===== src/rtl/dmem_port_arbiter.sv =====
// rtl/dmem_port_arbiter.sv - two-port D-MEM arbiter: pipeline priority with aux starvation forcing
module dmem_port_arbiter #(
    parameter int DBITS        = 32,
    parameter int STARVE_LIMIT = 4
) (
    input  logic             clk,
    input  logic             reset,
    input  logic             pipe_req,
    input  logic             pipe_we,
    input  logic [DBITS-1:0] pipe_addr,
    input  logic [DBITS-1:0] pipe_wdata,
    output logic [DBITS-1:0] pipe_rdata,
    output logic             pipe_stall,
    input  logic             aux_req,
    input  logic             aux_we,
    input  logic [DBITS-1:0] aux_addr,
    input  logic [DBITS-1:0] aux_wdata,
    output logic             aux_gnt,
    output logic [DBITS-1:0] aux_rdata,
    output logic             aux_rvalid,
    output logic             mem_we,
    output logic [DBITS-1:0] mem_addr,
    output logic [DBITS-1:0] mem_wdata,
    input  logic [DBITS-1:0] mem_rdata
);

    typedef enum logic {
        PIPE_PRI  = 1'b0,
        AUX_FORCE = 1'b1
    } state_t;

    localparam logic [3:0] LIMIT = 4'(STARVE_LIMIT);

    state_t     state;
    logic [3:0] starve_cnt;
    logic       force_aux;
    logic       pipe_sel;
    logic       aux_sel;

    // Grant decision: a forced aux request beats the pipe; otherwise the pipe wins.
    // Nothing is granted while reset is held so no write can slip out.
    always_comb begin
        force_aux = (state == AUX_FORCE) && aux_req;
        pipe_sel  = !reset && pipe_req && !force_aux;
        aux_sel   = !reset && aux_req && (force_aux || !pipe_req);
    end

    assign aux_gnt    = aux_sel;
    assign pipe_stall = !reset && force_aux && pipe_req;
    assign pipe_rdata = mem_rdata;

    // Memory port mux: the granted side drives the port; idle cycles park on the pipe with no write.
    always_comb begin
        mem_addr  = pipe_addr;
        mem_wdata = pipe_wdata;
        mem_we    = 1'b0;
        if (aux_sel) begin
            mem_addr  = aux_addr;
            mem_wdata = aux_wdata;
            mem_we    = aux_we;
        end else if (pipe_sel) begin
            mem_we    = pipe_we;
        end
    end

    // Arbitration state, starvation count and registered aux read return.
    // The force is armed when an aux request is denied again with the count
    // already saturated, so the forced grant lands STARVE_LIMIT+1 cycles after
    // the request rises.
    always_ff @(posedge clk or posedge reset) begin
        if (reset) begin
            state      <= PIPE_PRI;
            starve_cnt <= 4'd0;
            aux_rdata  <= '0;
            aux_rvalid <= 1'b0;
        end else begin
            aux_rvalid <= aux_sel && !aux_we;
            if (aux_sel && !aux_we) begin
                aux_rdata <= mem_rdata;
            end

            if (aux_req && !aux_sel) begin
                if (starve_cnt != LIMIT) begin
                    starve_cnt <= starve_cnt + 4'd1;
                end
            end else begin
                starve_cnt <= 4'd0;
            end

            case (state)
                PIPE_PRI: begin
                    if (aux_req && !aux_sel && starve_cnt == LIMIT) begin
                        state <= AUX_FORCE;
                    end
                end
                AUX_FORCE: begin
                    if (aux_sel || !aux_req) begin
                        state <= PIPE_PRI;
                    end
                end
                default: state <= PIPE_PRI;
            endcase
        end
    end

endmodule

===== config.mk =====
export PLATFORM = sky130hd
export DESIGN_NAME = dmem_port_arbiter
export DESIGN_NICKNAME = d
export VERILOG_FILES = /design/src/rtl/dmem_port_arbiter.sv
export SDC_FILE = /design/constraint.sdc
export NUM_CORES = 1
export LEC_CHECK = 0
export CAP_MARGIN = 0
export CORE_AREA = 2 2 117 119
export DETAILED_ROUTE_END_ITERATION = 8
export DIE_AREA = 0 0 119 121
export HOLD_SLACK_MARGIN = 0.06
export SYNTH_ARGS = -nofsm -noshare
export SYNTH_HDL_FRONTEND = slang
export SYNTH_SLANG_ARGS = --single-unit

===== constraint.sdc =====
create_clock -name clk -period 4.2 [get_ports clk]
set_input_delay 0.84 -clock clk [delete_from_list [all_inputs] [get_ports clk]]
set_output_delay 0.84 -clock clk [all_outputs]
set_load 0.005 [all_outputs]

==> reports/qor.csv, run 1 <==
stage;metric;value;unit
logic_synthesis;synthTopCellsByCount;95 x mux2_2, 38 x dfrtp_1, 35 x buf_4, 6 x inv_1, 5 x nor2_1;
clock_tree;cts-resized-gates;0;
clock_tree;cts_hold_buf;0;
clock_tree;cts_tree;built;
placed_design;port_buffers;297;
detailed_routing;drc;0;
power_and_ir_drop;power.total;1.498;mW
logic_synthesis;synth.most_common_cell;mux2_2;
die;ios;298;
global_routing;grt_overflow;0;
sta;setup_violations;0;
placed_design;dpl.hpwl;8.830;mm
logic_synthesis;synth-seq-cells;38;
power_and_ir_drop;ir_drop;0.0001508;V
clock_tree;clk_latency;0.28;ns
die;initial_core_util;19.52;%
sta;period_minus_slack;3.608;ns
logic_synthesis;yosysSeqAreaShare;37.24;%
sta;final-hold-violation-count;0;
clock_tree;clk_pin_slew_worst_paths;0.05;ns
cells_and_area;diodes;0;
sta;skew;0.007027;ns
logic_synthesis;synth.distinct_cells;22;
logic_synthesis;yosysWarnings;0;
worst_setup_path;cp-start-kind;input pin;
global_routing;grt_usage;13.54;%
sta;slew_headroom;59.87;%
clock_tree;clock_sinks;38;
cells_and_area;layout-drive-gt1-share;22.53;%
logic_synthesis;yosys.area.top_type;mux2_2;
placed_design;gp_congestion;0.7600;
logic_synthesis;synth_edf_count;0;
logic_synthesis;synthTopCellsByArea;mux2_2 42%, dfrtp_1 37%, buf_4 10%;
global_routing;grt_pass1_vias;2599;
die;core_area;13090;um^2
die;row_count;42;
worst_setup_path;crit_type;input pin to primary output;
logic_synthesis;synth_top_area_share;41.89;%
detailed_routing;first_pass_iters;3;
detailed_routing;viasPerCell;3.940;
logic_synthesis;synth_async_sr_flop_share;100.0;%
worst_setup_path;crit_path_end_kind;primary output;
hold_path;holdPathStages;1;
clock_tree;root_buffer;clkbuf_16;
die;fp.dieH;121;um
sta;tightestPinTransition;0.5956;ns
global_routing;grt_pass1_wl;15.05;mm
detailed_routing;wl_per_cell;16.18;um
sta;finalCritPeriodShare;85.91;%
sta;rsz0062_at_grt;false;
global_routing;antenna_found_initial;0;
detailed_routing;vias;2565;
detailed_routing;ant_nets;0;
sta;hold_slack;0.4962;ns
sta;finalMaxSlewViolations;0;
clock_tree;htree_levels;2;
flow_run;max_cap_viol_count;0;
clock_tree;postCtsSetupRepairBufs;0;
logic_synthesis;syn_inst;209;
detailed_routing;wl;10.54;mm
logic_synthesis;netlist_area;2554;um^2
logic_synthesis;synth.avg_cell_area;12.22;um^2
hold_path;min_path_type;register to register;
cells_and_area;areaGrowthSynthToFinish;120.5;%
run_status;status;finished clean;
logic_synthesis;synth_fp_nets;377;
placed_design;placedCellCount;643;
worst_setup_path;crit_fanout;65;
global_routing;grt_max_degree;66;
worst_setup_path;cp.required;3.36;ns
clock_tree;cts_buffers;5;
die;chipWidth;119;um
power_and_ir_drop;power.density;266.1;nW/um^2
cells_and_area;instances_no_fill;651;
die;die_area;14400;um^2
sta;fin_setup_tns;0;ns
sta;fmax;277.1;MHz
cells_and_area;finish.net_count;642;
logic_synthesis;yosys_most_used_dff;dfrtp_1;
cells_and_area;final_area;5630;um^2
placed_design;post_dp_cell_area;5468;um^2
detailed_routing;drt_iter0_drc;53;
worst_setup_path;critical_path_arrival;2.77;ns
worst_setup_path;r2r_cells;4;
power_and_ir_drop;p_leak;2.218;nW
clock_tree;clock_path_buffers;2;
[cells by family after synthesis]
logic type,synth area share (%)
multiplexers,43.12
AO/OA/AOI/OAI,0.7836
AND/OR/NAND/NOR,4.263
adder cells (fa/ha/maj),0.9798
buffers and inverters,13.28
flip-flops,37.24
XOR/XNOR,0.3430
[where the power goes]
group | switching (mW) | leakage [nW] | internal, mW
logic | 0.159 | 1.67 | 0.448
clock network | 0.134 | 0.0781 | 0.280
registers | 0.0369 | 0.466 | 0.439
total | 0.331 | 2.22 | 1.17
[registers in the layout (all words and copies together) (netlist names)]
register and count:
aux_rdata 32, starve_cnt 4, aux_rvalid 1, state 1
[cells in the final DEF, fill, tap and decap left out, drive strengths merged, types with 2 or more instances in the layout]
| master | count |
|---|---|
| a21oi | 3 |
| buf | 3 |
| clkbuf | 7 |
| clkdlybuf4s50 | 297 |
| dfrtp | 38 |
| ha | 2 |
| inv | 6 |
| mux2 | 96 |
| mux2i | 2 |
| nand2 | 3 |
| nand3 | 3 |
| nor2 | 5 |
| nor2b | 2 |
[per-stage QoR]
stage	setup WS [ns]	utilization, %
final	0.5917	43.03
after global routing	0.5124	43.03
after CTS	0.6072	43.03
after detailed placement	0.6068	41.79
after global placement	0.6082	41.79
after floorplan	1.583	-
[layer usage]
metal | GRT usage (%) | wire length, um | vias to the layer above
met5 | 0 | 0 | -
met4 | 2.083 | 77 | 0
met3 | 3.947 | 743 | 6
met2 | 25.22 | 5751 | 126
met1 | 15.57 | 3964 | 1196
li1 | - | - | 1237
[cell type report]
type,instances,area [um^2]
clock buffer,7,132.6
clock inverter,1,30.03
fill,1250,7455
inverter,6,22.52
multi-input combinational,123,1266
sequential,38,950.9
tap,176,220.2
timing repair buffer,300,3008
[worst paths after layout]
check	startpoint	to	slack, ns
setup / recovery	reset	mem_wdata[9]	0.59
hold / removal	aux_rdata[3]	aux_rdata[3]	0.50
setup reg to reg	state	aux_rdata[29]	2.60
hold reg to reg	aux_rdata[3]	aux_rdata[3]	0.50
max in group asynchronous	reset	aux_rdata[3]	2.75
min in group asynchronous	reset	starve_cnt[0]	1.11
[critical path, cell delays in order]
cell,delay [ns]
clkdlybuf4s50_1,0.56
nor2b_4,0.07
nand2_2,0.09
buf_12,0.29
mux2_2,0.38
clkdlybuf4s50_1,0.48
Power figures use the tool's default switching activity.
==> run 2, diff against run 1 <==
Settings changed: SETUP_SLACK_MARGIN set to 0.5.
==> results of run 2 <==
The final DEF is identical to that of run 1; final timing and power are the same.
==> run 3, diff against run 2 <==
Settings changed: ABC_CLOCK_PERIOD_IN_PS set to 4200.
==> results of run 3 <==
The final DEF is identical to that of run 1; final timing and power are the same.
==> RTL edit (config.mk and constraints of run 1) <==
Set the parameter `DBITS` to 36 (it was 32).
--- a/src/rtl/dmem_port_arbiter.sv
+++ b/src/rtl/dmem_port_arbiter.sv
@@ -2,3 +2,3 @@
 module dmem_port_arbiter #(
-    parameter int DBITS        = 32,
+    parameter int DBITS        = 36,
     parameter int STARVE_LIMIT = 4
Ports: changed (9 resized); port bits go from 298 to 334. No check against the original RTL was run, so the function may have changed too.
==> RTL edit against run 1 <==
- power up 13%
- highest routed layer is now met5
- critical path type unchanged
- synthesized area up 18%
- count of clock-buffer cells in the layout is 2 lower
- worst setup slack worse by 12 ps
- sequential power is 12% higher
- design area up 13%
- first-iteration DRC count rose by 57%
- combinational power grew 20%
- wire length up 29%
- sequential cell count rose by 4
==> RTL edit: results (changes against run 1) <==
Logic synthesis
  • Cell variety after synth: 23 (+4.5%)
  • Ranking of synthesized cells by area: dfrtp_1 (35%), mux2_2 (30%), mux2_4 (15%)
  • Syn Inst Count: 230 (+10%)
  • Post-synth top cells: mux2_2 (79), dfrtp_1 (42), buf_4 (36)
  • Synth warnings: 0 (unchanged)
  • Sequential area share after synthesis: 0.350 (-0.0222)
  • Prevailing post-synth register cell: dfrtp_1
  • Syn_nets: 418 (+11%)
  • Async S/R FF share, synth: 1.00 (unchanged)

Detailed routing
  • DRT iter0 DRCs: 83 (+57%)
  • Vias after detailed routing: 2935 (+14%)
  • First-pass DRT Iterations: 4 (+1)
  • WL per Instance: 19.3 um (+19%)
  • Post-Route WL: 13.6 mm (+29%)

Clock network
  • CTS buffer count: 5 (unchanged)
  • Post-CTS Setup Inserts: 0 (unchanged)
  • Clk slew on worst S/H paths: about 60 ps
  • Root Buffer: clkbuf_16
  • Clock latency on the worst-skew pair: 280 ps (about the same)
  • CTS resizes: 0 (unchanged)
  • Maximum clock insertion buffer count: 2 (unchanged)
  • H-Tree Depth: 2 (unchanged)

Hold path
  • Hold path cells: 1 (unchanged)
  • Hold_sp: aux_rdata[26]$_DFFE_PP0P_
  • Hold endpoint: aux_rdata[26]$_DFFE_PP0P_
  • Hold WC Path Type: reg2reg

Final layout
  • Leading cell type in the layout, fill and taps excluded: clkdlybuf4s50_1
  • Number of nets in the layout: 714 (+11%)
  • Top flop regs: aux_rdata (36), starve_cnt (4)
  • Largest reg by FF count: aux_rdata
  • Post-layout util: 0.485 (+0.0545)
  • Share of cells above drive strength 1: 0.237 (+0.0119)
  • FILL cells: 1175 (-6.0%)

Power
  • Leakage: 0.00255 uW (+15%)
  • Peak supply drop: 230 uV (+52%)
  • Net Sw Power: 388 uW (+17%)

GRT
  • GR Util All Layers: 0.179 (+0.0434)
  • Pin count of the biggest net entering global routing: 54 (-18%)
  • Vias in the first global route: 3194 (+23%)
  • First-pass GRT wire length: 19.3 mm (+29%)
  • Total congestion overflow: 0 (unchanged)
  • Initial antenna violation count: 2 (+2)

Timing
  • Rel. slew slack: 0.417 (-0.182)
  • Worst hold slack: 509 ps (+12.5 ps)
  • Fin Clk Skew: 1.67 ps (-5.36 ps)

Place
  • # port buffers: 333 (+12%)
  • RD Place Congestion: 0.852 (+12%)
  • Inst Count DP: 695 (+8.1%)
  • DP Wirelength: 11.4 mm (+29%)
  • Dpl cell area: 6180 um^2 (+13%)

Critical path
  • RR Endpoint: aux_rdata[11]$_DFFE_PP0P_
  • Crit path DAT: 2780 ps (about the same)
  • Reg-to-Reg Start: state$_DFF_PP0_
  • R2R Setup Slk: 2460 ps (-140 ps)
  • Crit path max fanout: 53 (-18%)
  • Worst R2R Path Depth: 4 (unchanged)

Run status
  • Status: complete, no violations
## RTL edit: cell families (layout without fill, tap and decap cells)
kind of cell / count (synthesis) / count (layout) / synth area share
multiplexers: 110 / 110 / 0.448
buffers and inverters: 53 / 350 / 0.148
other: 0 / 1 / 0
adder cells (fa/ha/maj): 2 / 2 / 0.00834
flip-flops: 42 / 42 / 0.350
AND/OR/NAND/NOR: 18 / 18 / 0.0363
XOR/XNOR: 1 / 1 / 0.00292
AO/OA/AOI/OAI: 4 / 4 / 0.00667
## RTL edit: worst max path at each step
stage | startpoint | to | slack, ps | depth (start not counted)
4_1_cts | reset | mem_wdata[23] | 560 | 6
2_1_floorplan | aux_req | mem_addr[0] | 1700 | 4
6_report | reset | mem_wdata[23] | 580 | 6
3_5_place_dp | reset | mem_wdata[23] | 570 | 6
3_3_place_gp | reset | mem_wdata[23] | 580 | 6
5_1_grt | reset | mem_wdata[23] | 500 | 6
## RTL edit: stage by stage
step,total power (uW),worst slack (ps)
global route,1780,499
detailed placement,1270,566
finish,1690,580
floorplan,779,1700
CTS,1720,562
global placement,1270,576
## RTL edit: power groups by stage
stage,Combinational (uW),Sequential [uW],Clock (uW)
finish,727,533,432
detailed placement,735,536,0
CTS,740,534,451
floorplan,237,542,0
global route,770,544,464
global placement,731,535,0
## RTL edit: layout make-up
| class | instances | area share |
|---|---|---|
| Tap cell | 176 | 0.0347 |
| Antenna cell | 1 | 0.000394 |
| Timing Repair Buffer | 336 | 0.531 |
| Inverter | 6 | 0.00355 |
| Clock inverter | 3 | 0.00631 |
| Sequential cell | 42 | 0.166 |
| Multi-Input combinational cell | 135 | 0.239 |
| Clock buffer | 5 | 0.0197 |
## RTL edit: critical path, cell delays in order
cell             delay, ps
clkdlybuf4s50_1        580
nor2b_4                 70
nand2_2                100
buf_12                 270
mux2_2                 410
clkdlybuf4s50_1        470
## RTL edit: layer usage
metal  GRT usage  vias up  wire [um]
li1            -     1363          -
met1       0.194     1391       4950
met2       0.320      162       7030
met3      0.0700       17       1290
met4      0.0565        2        295
met5           0        -         13
